$ cat config.mk
export PLATFORM = sky130hd
export DESIGN_NAME = axis_rr_packet_arbiter
export DESIGN_NICKNAME = d
export VERILOG_FILES = /design/src/rtl/axis_rr_packet_arbiter.sv
export SDC_FILE = /design/constraint.sdc
export NUM_CORES = 1
export LEC_CHECK = 0
export ABC_AREA = 1
export BUFFER_PORTS_ARGS = -buffer_cell sky130_fd_sc_hd__buf_2
export CAP_MARGIN = 10
export CORE_ASPECT_RATIO = 0.7
export CORE_UTILIZATION = 42
export DETAILED_ROUTE_END_ITERATION = 12
export PLACE_DENSITY = 0.88
export SYNTH_ARGS = -nofsm -noshare
export SYNTH_HDL_FRONTEND = slang
export SYNTH_SLANG_ARGS = --single-unit
$ cat constraint.sdc
create_clock -name clock -period 2.3 [get_ports clock]
set_clock_uncertainty 0.15 [all_clocks]
set_input_delay 0.345 -clock clock [delete_from_list [all_inputs] [get_ports clock]]
set_output_delay 0.345 -clock clock [all_outputs]
set_load 0.005 [all_outputs]
$ cat src/rtl/axis_rr_packet_arbiter.sv
`default_nettype none
// ============================================================================
//  Module   : axis_rr_packet_arbiter
//  Purpose  : Packet-level round-robin arbiter in front of one registered
//             AXI-stream output stage. Optional stall watchdog is enabled by
//             defining AXIS_RR_ARB_TIMEOUT_EN.
//  Revision : 1.0  initial release
// ============================================================================
module axis_rr_packet_arbiter #(
   parameter int NUM     = 4,
   parameter int DSIZE   = 32,
   parameter int KSIZE   = DSIZE/8,
   parameter int USIZE   = 1,
   parameter int TIMEOUT = 256
) (
   input  logic                   clock,
   input  logic                   rst_n,
   input  logic [NUM*DSIZE-1:0]   in_tdata,
   input  logic [NUM-1:0]         in_tvalid,
   input  logic [NUM-1:0]         in_tlast,
   input  logic [NUM*KSIZE-1:0]   in_tkeep,
   input  logic [NUM*USIZE-1:0]   in_tuser,
   output logic [NUM-1:0]         in_tready,
   output logic [DSIZE-1:0]       out_tdata,
   output logic                   out_tvalid,
   output logic                   out_tlast,
   output logic [KSIZE-1:0]       out_tkeep,
   output logic [USIZE-1:0]       out_tuser,
   input  logic                   out_tready,
   output logic [$clog2(NUM)-1:0] grant_id,
   output logic                   busy,
   output logic                   timeout_err
);

   localparam int IW = $clog2(NUM);

   if (NUM < 2 || NUM > 16 || TIMEOUT < 2) begin : g_param_check
      $error("axis_rr_packet_arbiter: NUM must be 2..16 and TIMEOUT >= 2");
   end

   typedef enum logic [0:0] {
      ST_IDLE = 1'b0,
      ST_LOCK = 1'b1
   } state_t;

   state_t            r_state, w_state_nxt;
   logic [IW-1:0]     r_grant, w_grant_nxt;
   logic [IW-1:0]     r_last,  w_last_nxt;
   logic [IW-1:0]     w_sel;
   logic              w_found;
   logic              w_en;
   logic              w_acc;
   logic              w_fire;
   logic [NUM-1:0]    w_tready;

   logic [DSIZE-1:0]  r_out_tdata;
   logic              r_out_tvalid;
   logic              r_out_tlast;
   logic [KSIZE-1:0]  r_out_tkeep;
   logic [USIZE-1:0]  r_out_tuser;

   assign w_en  = ~r_out_tvalid | out_tready;
   assign w_acc = (r_state == ST_LOCK) & in_tvalid[r_grant] & w_en;

   // Rotating scan: first requester strictly after the last packet owner.
   always_comb begin
      w_sel   = r_last;
      w_found = 1'b0;
      for (int k = 1; k <= NUM; k++) begin
         logic [IW-1:0] w_idx;
         w_idx = IW'((int'(r_last) + k) % NUM);
         if (!w_found && in_tvalid[w_idx]) begin
            w_sel   = w_idx;
            w_found = 1'b1;
         end
      end
   end

   always_comb begin
      w_tready = '0;
      if (r_state == ST_LOCK && w_en) begin
         w_tready[r_grant] = 1'b1;
      end
   end

   always_ff @(posedge clock or negedge rst_n) begin
      if (!rst_n) begin
         r_state <= ST_IDLE;
         r_grant <= '0;
         r_last  <= IW'(NUM - 1);
      end else begin
         r_state <= w_state_nxt;
         r_grant <= w_grant_nxt;
         r_last  <= w_last_nxt;
      end
   end

   always_comb begin
      w_state_nxt = r_state;
      w_grant_nxt = r_grant;
      w_last_nxt  = r_last;
      case (r_state)
         ST_IDLE: begin
            if (|in_tvalid) begin
               w_state_nxt = ST_LOCK;
               w_grant_nxt = w_sel;
            end
         end
         ST_LOCK: begin
            if ((w_acc && in_tlast[r_grant]) || w_fire) begin
               w_state_nxt = ST_IDLE;
               w_last_nxt  = r_grant;
            end
         end
         default: w_state_nxt = ST_IDLE;
      endcase
   end

   // A new beat takes priority over retiring the old one: 1 beat/cycle.
   always_ff @(posedge clock or negedge rst_n) begin
      if (!rst_n) begin
         r_out_tdata  <= '0;
         r_out_tvalid <= 1'b0;
         r_out_tlast  <= 1'b0;
         r_out_tkeep  <= '1;
         r_out_tuser  <= '0;
      end else if (w_acc) begin
         r_out_tdata  <= in_tdata[int'(r_grant)*DSIZE +: DSIZE];
         r_out_tvalid <= 1'b1;
         r_out_tlast  <= in_tlast[r_grant];
         r_out_tkeep  <= in_tkeep[int'(r_grant)*KSIZE +: KSIZE];
         r_out_tuser  <= in_tuser[int'(r_grant)*USIZE +: USIZE];
      end else if (r_out_tvalid && out_tready) begin
         r_out_tdata  <= '0;
         r_out_tvalid <= 1'b0;
         r_out_tlast  <= 1'b0;
         r_out_tkeep  <= '1;
         r_out_tuser  <= '0;
      end
   end

`ifdef AXIS_RR_ARB_TIMEOUT_EN
   localparam int CW = $clog2(TIMEOUT + 1);

   logic [CW-1:0] r_stall;
   logic          r_tout;
   logic          w_stall;

   assign w_stall = (r_state == ST_LOCK) & ~in_tvalid[r_grant];
   assign w_fire  = w_stall & (r_stall == CW'(TIMEOUT - 1));

   always_ff @(posedge clock or negedge rst_n) begin
      if (!rst_n) begin
         r_stall <= '0;
         r_tout  <= 1'b0;
      end else begin
         r_tout <= w_fire;
         if (w_acc || w_fire || (r_state != ST_LOCK)) begin
            r_stall <= '0;
         end else if (w_stall) begin
            r_stall <= r_stall + CW'(1);
         end
      end
   end

   assign timeout_err = r_tout;
`else
   assign w_fire      = 1'b0;
   assign timeout_err = 1'b0;
`endif

   assign in_tready  = w_tready;
   assign out_tdata  = r_out_tdata;
   assign out_tvalid = r_out_tvalid;
   assign out_tlast  = r_out_tlast;
   assign out_tkeep  = r_out_tkeep;
   assign out_tuser  = r_out_tuser;
   assign grant_id   = r_grant;
   assign busy       = (r_state == ST_LOCK);

endmodule
`default_nettype wire

# ---- After elaboration in Yosys (flattened, before gate mapping)
# Cells that the tools add are included.
dict set report totals {
  reg_bits 44
  latch_bits 0
  ramBits 0
  rom_bits 0
  inputBits 159
  out_inout_bits 47
  word_cells 73
  memories 0
}
dict set report classes {
  addsub 4
  multipliers 0
  div_mod_pow 0
  n_lt_le_gt_ge 6
  eq_ne 0
  n_shift 3
  n_mux 33
  bitwise_logic 5
  reduce_logical 14
}
# cell count
set ops {}
lappend ops {{128-bit by 8-bit variable part select with 32-bit output} 1}
lappend ops {{32-bit two-way mux} 2}
lappend ops {{1-bit two-way mux} 16}
lappend ops {{16-bit by 5-bit variable part select with 4-bit output} 1}
lappend ops {{2-bit by 3-bit less-than comparator with 1-bit output, second input constant} 5}
lappend ops {{1-bit binary-select mux with 2-bit select} 6}
lappend ops {{4-bit two-way mux} 3}
lappend ops {{2-bit two-way mux} 4}
lappend ops {{1-bit logical AND} 7}
lappend ops {{2-bit by 1-bit adder with 2-bit output, second input constant} 2}
lappend ops {{2-bit adder, second input constant} 2}
lappend ops {{2-bit AND reduction} 2}
lappend ops {{4-bit OR reduction} 1}
lappend ops {{4-bit by 3-bit variable part select with 1-bit output} 1}
lappend ops {{1-bit zero test} 3}
lappend ops {{1-bit AND} 2}
lappend ops {{1-bit demux with 2-bit select} 1}
lappend ops {{2-bit by 1-bit >= comparator with 1-bit output, second input constant} 1}
lappend ops {{1-bit NOT} 2}
lappend ops {{1-bit case mux with 2 select lines} 1}
lappend ops {{2-bit nonzero test} 1}
lappend ops {{1-bit OR} 1}

# ---- Logic depth before layout (Yosys ltp)
dict set report depth {
  word_depth 13
  depth_mapped 12
}

# ---- Least setup slack after synthesis
# No wires, ideal clock.
dict set report synth_timing {
  kind {register -> register}
  startpoint {reg r_last[0]}
  endpoint {reg r_grant[1], in the netlist grant_id[1]}
  arrival_time_ns 1.427
  t_required_ns 2.033
  path_slack_ns 0.606
  stages_incl_launch_ff 13
  path_cell_list {dfstp_2 buf_2 inv_1 nand2_1 nand2_1 nand2_1 nand2_1 inv_1 nand3_1 nand3_1 nand2_1 nand2_1 nand2_1}
}
dict set report synth_between {
  elab_chain_cells 13
}
# element line
set synth_rtl {}
lappend synth_rtl {{start, declared} 48} ;# logic [IW-1:0] r_last, w_last_nxt;
lappend synth_rtl {{start signal, assigned} 90} ;# r_last <= IW'(NUM - 1);
lappend synth_rtl {{start signal, assigned} 94} ;# r_last <= w_last_nxt;
lappend synth_rtl {{2-bit by 1-bit adder with 2-bit output} 71} ;# w_idx = IW'((int'(r_last) + k) % NUM);
lappend synth_rtl {{1-bit binary-select mux with 2-bit select} 72} ;# if (!w_found && in_tvalid[w_idx]) begin
lappend synth_rtl {{1-bit two-way mux (implied by the code)} 72}
lappend synth_rtl {{1-bit two-way mux} 72}
lappend synth_rtl {{1-bit zero test} 72}
lappend synth_rtl {{1-bit logical AND} 72}
lappend synth_rtl {{1-bit two-way mux} 72}
lappend synth_rtl {{1-bit zero test} 72}
lappend synth_rtl {{1-bit logical AND} 72}
lappend synth_rtl {{1-bit two-way mux} 72}
lappend synth_rtl {{1-bit zero test} 72}
lappend synth_rtl {{1-bit logical AND} 72}
lappend synth_rtl {{2-bit two-way mux *} 72}
lappend synth_rtl {{end signal, assigned} 93} ;# r_grant <= w_grant_nxt;
lappend synth_rtl {{end, declared} 47} ;# logic [IW-1:0] r_grant, w_grant_nxt;
# Mark *: on every way between the ends. The rest lies on a longest branch, timed or not. The select of a mux whose other input is x is not followed.
# A chain may end at the register's enable or synchronous reset.

# ---- Worst setup path after layout
dict set report layout_timing {
  startpoint {reg r_grant[0], in the netlist grant_id[0]}
  endpoint {out in_tready[1]}
}
dict set report layout_between {
  elab_chain_cells 5
}
# element line
set layout_rtl {}
lappend layout_rtl {{2-bit by 3-bit less-than comparator with 1-bit output (implied by the code) / 2-bit by 1-bit >= comparator with 1-bit output (equally long branches)} 82} ;# w_tready[r_grant] = 1'b1;
lappend layout_rtl {{1-bit logical AND (implied by the code)} 82}
lappend layout_rtl {{1-bit two-way mux (implied by the code)} 82}
lappend layout_rtl {{1-bit demux with 2-bit select *} 82}
lappend layout_rtl {{4-bit two-way mux *} 81} ;# if (r_state == ST_LOCK && w_en) begin
lappend layout_rtl {{end, declared} 23} ;# output logic [NUM-1:0] in_tready,
# Mark *: on every way between the ends. The rest lies on a longest branch, timed or not.

==> summary.txt <==
Run status
  – Outcome: finished, final reports clean

Layout
  – Final net count: 773
  – Commonest non-fill, non-tap cell in the layout: buf_2
  – Commonest non-fill, non-tap cells in the layout: 204 x buf_2, 105 x nand3_1, 81 x nand2_1
  – Layout cells sized above 1: 40.65%
  – # fillers: 646
  – Final Cell Area: 4192 um^2
  – Area growth syn-to-layout: 39.35%
  – Final cell count without fillers: 709
  – Antenna diode count: 0

Floorplanning
  – Std cell rows: 25
  – Die Ht: 72.81 um
  – Core ar.: 6850 um^2
  – Num ports: 206
  – Die width: 103.1 um
  – Die ar.: 7509 um^2
  – Initial Utilization: 43.91%

Clock network
  – TritonCTS clock tree: yes
  – Root Driver: clkbuf_8
  – CTS Buf Count: 5
  – CTS clk-pin slew, worst paths: 0.08 ns
  – Postcts setup bufs: 0
  – Clk_lat worst skew: 0.28 ns
  – Sink Count: 44
  – H-tree levels: 2
  – Max Buffers Root-to-Sink: 2

Timing
  – Worst Max-Slew Pin Slew: 1.109 ns
  – Max_slew headroom: 25.79%
  – RSZ-0062 raised after global routing: false
  – Final Hold Viols: 0
  – Fin crit period: 2.147 ns
  – Final Max Slew Viols: 0
  – Highest Clock Rate: 465.8 MHz
  – Setup TNS: 0 ns
  – Setup Viol. Count Final: 0
  – Min Hold Slack: 0.1211 ns
  – Final worst-path cycle share: 93.35%

Detailed routing
  – Post-DR wirelength/cell: 14.08 um
  – Via/cell ratio: 5.268
  – DR iter-0 viols: 168
  – Total number of vias: 3735
  – Detail Route Antenna Nets: 0
  – # DRC: 0
  – Drt pass-1 iters: 5
  – Final WL: 9986 um

GRT
  – Antenna violations before repair: 0
  – Final global-route overflow total: 0
  – Largest net degree at the start of global routing: 45
  – First-pass GRT wire length: 15410 um
  – Vias in the first global route: 3391
  – GR Util All Layers: 26.78%

Run
  – Max-Cap Viols: 0

Power
  – Flop pwr share: 25.8%
  – Switching share of total power: 49.70%
  – Comb pwr share: 64.0%
  – Static Leak: 2.248 nW
  – Sw power: 2.530 mW
  – Power share of the clock group: 10.2%
  – Cell Pwr Density: 1214 nW/um^2
  – Internal power: 2.560 mW
  – Worst vdd ir: 0.7764 mV

Setup path
  – Worst endpoint required time: 1.80 ns
  – Setup Crit Path Kind: register to output port
  – Nature of the critical path startpoint: register
  – Largest driver fanout on the critical path: 38
  – Worst reg2reg path startpoint: out_tvalid$_DFFE_PN0P_
  – CP Data Arrival Time: 1.65 ns
  – Beginning of the critical path: grant_id[0]$_DFFE_PN0P_
  – CP Capture Type: output port

Yosys
  – Syn_nets: 584
  – Sequential area share after synthesis: 36.86%
  – Distinct cells, synth: 25
  – Synth Register Bits: 44
  – Synthesized instance count: 425
  – Synth Area per Inst: 7.077 um^2
  – Syn Std Cell Area: 3008 um^2
  – Ys Warns: 0

Placed design
  – Detailed Place HPWL: 7566 um
  – Port bufs: 204
  – Gpl congestion: 0.8310
  – Area after DPL: 4073 um^2
  – Dpl cells: 700

Worst hold path
  – Hold Startpoint: out_tready
  – Worst min path class: input pin to register
[power by group through the flow]
stage	logic [mW]	clock network, mW	registers (mW)
after CTS	3.25	0.537	1.31
after global routing	3.69	0.562	1.35
final	3.26	0.518	1.31
after global placement	3.11	0	1.31
after floorplan	2.32	0	1.28
after detailed placement	3.24	0	1.32
[per-stage QoR]
step,power [mW],setup slack [ns],util [%]
finish,5.090,0.1530,61.19
floorplan,3.606,0.6062,-
global route,5.597,0.003357,61.19
global placement,4.422,0.2482,59.45
CTS,5.094,0.04579,61.06
detailed placement,4.560,0.08084,59.45
[worst max-delay path, stage by stage, from the launching register on]
cell      delay [ns]
dfrtp_1         0.49
inv_2           0.11
nor2_4          0.10
clkbuf_8        0.30
inv_1           0.11
nor2_1          0.13
buf_2           0.12
[timing repair]
action / 4_1_cts / 5_1_grt
hold buffers: 1 / 0
resized for setup: 0 / 4
endpoints found under the hold margin: 13 / 0
setup endpoints to repair: 0 / 5
[layout make-up]
| type | instances | area, um^2 | share of cell area, % |
|---|---|---|---|
| Inverter | 48 | 182.7 | 4.358 |
| Timing Repair Buffer | 215 | 1112 | 26.54 |
| Tap cell | 94 | 117.6 | 2.806 |
| Multi-Input combinational cell | 300 | 1569 | 37.43 |
| Clock buffer | 8 | 100.1 | 2.388 |
| Sequential cell | 44 | 1110 | 26.48 |
[routing by layer]
layer,track usage [%],vias up,part of all wire [%]
li1,-,1818,-
met1,32.13,1742,41
met2,47.33,160,49
met3,5.939,15,8.3
met4,9.703,0,1.2
met5,0,-,0
[synth_stat cells, drive strengths merged]
| master | number | area share (%) |
|---|---|---|
| a21oi | 8 | 1.3 |
| a22o | 4 | 1.2 |
| a22oi | 34 | 8.5 |
| a31oi | 1 | 0.21 |
| buf | 20 | 4.1 |
| clkbuf | 13 | 1.6 |
| conb | 1 | 0.12 |
| dfrtp | 38 | 32 |
| dfstp | 6 | 5.2 |
| inv | 48 | 6.0 |
| nand2 | 82 | 10 |
| nand3 | 105 | 17 |
| nand4 | 1 | 0.21 |
| nor2 | 18 | 2.2 |
| nor3 | 5 | 0.83 |
| o21ai | 39 | 8.6 |
| o22ai | 2 | 0.42 |
[worst paths after layout]
path                                              to  slack [ns]  depth (start not counted)
min in group asynchronous      out_tlast$_DFFE_PN0P_        0.38                          2
max                                     in_tready[1]        0.15                          6
max reg2reg                out_tdata[11]$_DFFE_PN0P_        0.26                          4
min reg2reg                 out_tkeep[1]$_DFFE_PN1P_        0.36                          2
min                           out_tvalid$_DFFE_PN0P_        0.12                          2
max in group asynchronous  out_tdata[18]$_DFFE_PN0P_        0.93                          3
[state kept, by name (all words and copies together), names as in the netlist]
signal,cells
out_tvalid,1
grant_id,2
r_last,2
out_tdata,32
busy,1
out_tkeep,4
out_tlast,1
out_tuser,1
[cells by family (layout without fill, tap and decap cells)]
| logic type | Yosys count | in the layout | synth area share, % |
|---|---|---|---|
| AND/OR/NAND/NOR | 211 | 211 | 31.07 |
| AO/OA/AOI/OAI | 88 | 88 | 20.22 |
| buffers and inverters | 81 | 271 | 11.73 |
| flip-flops | 44 | 44 | 36.86 |
| other | 1 | 1 | 0.1247 |
Note: power is estimated with default switching activity, not from simulation.
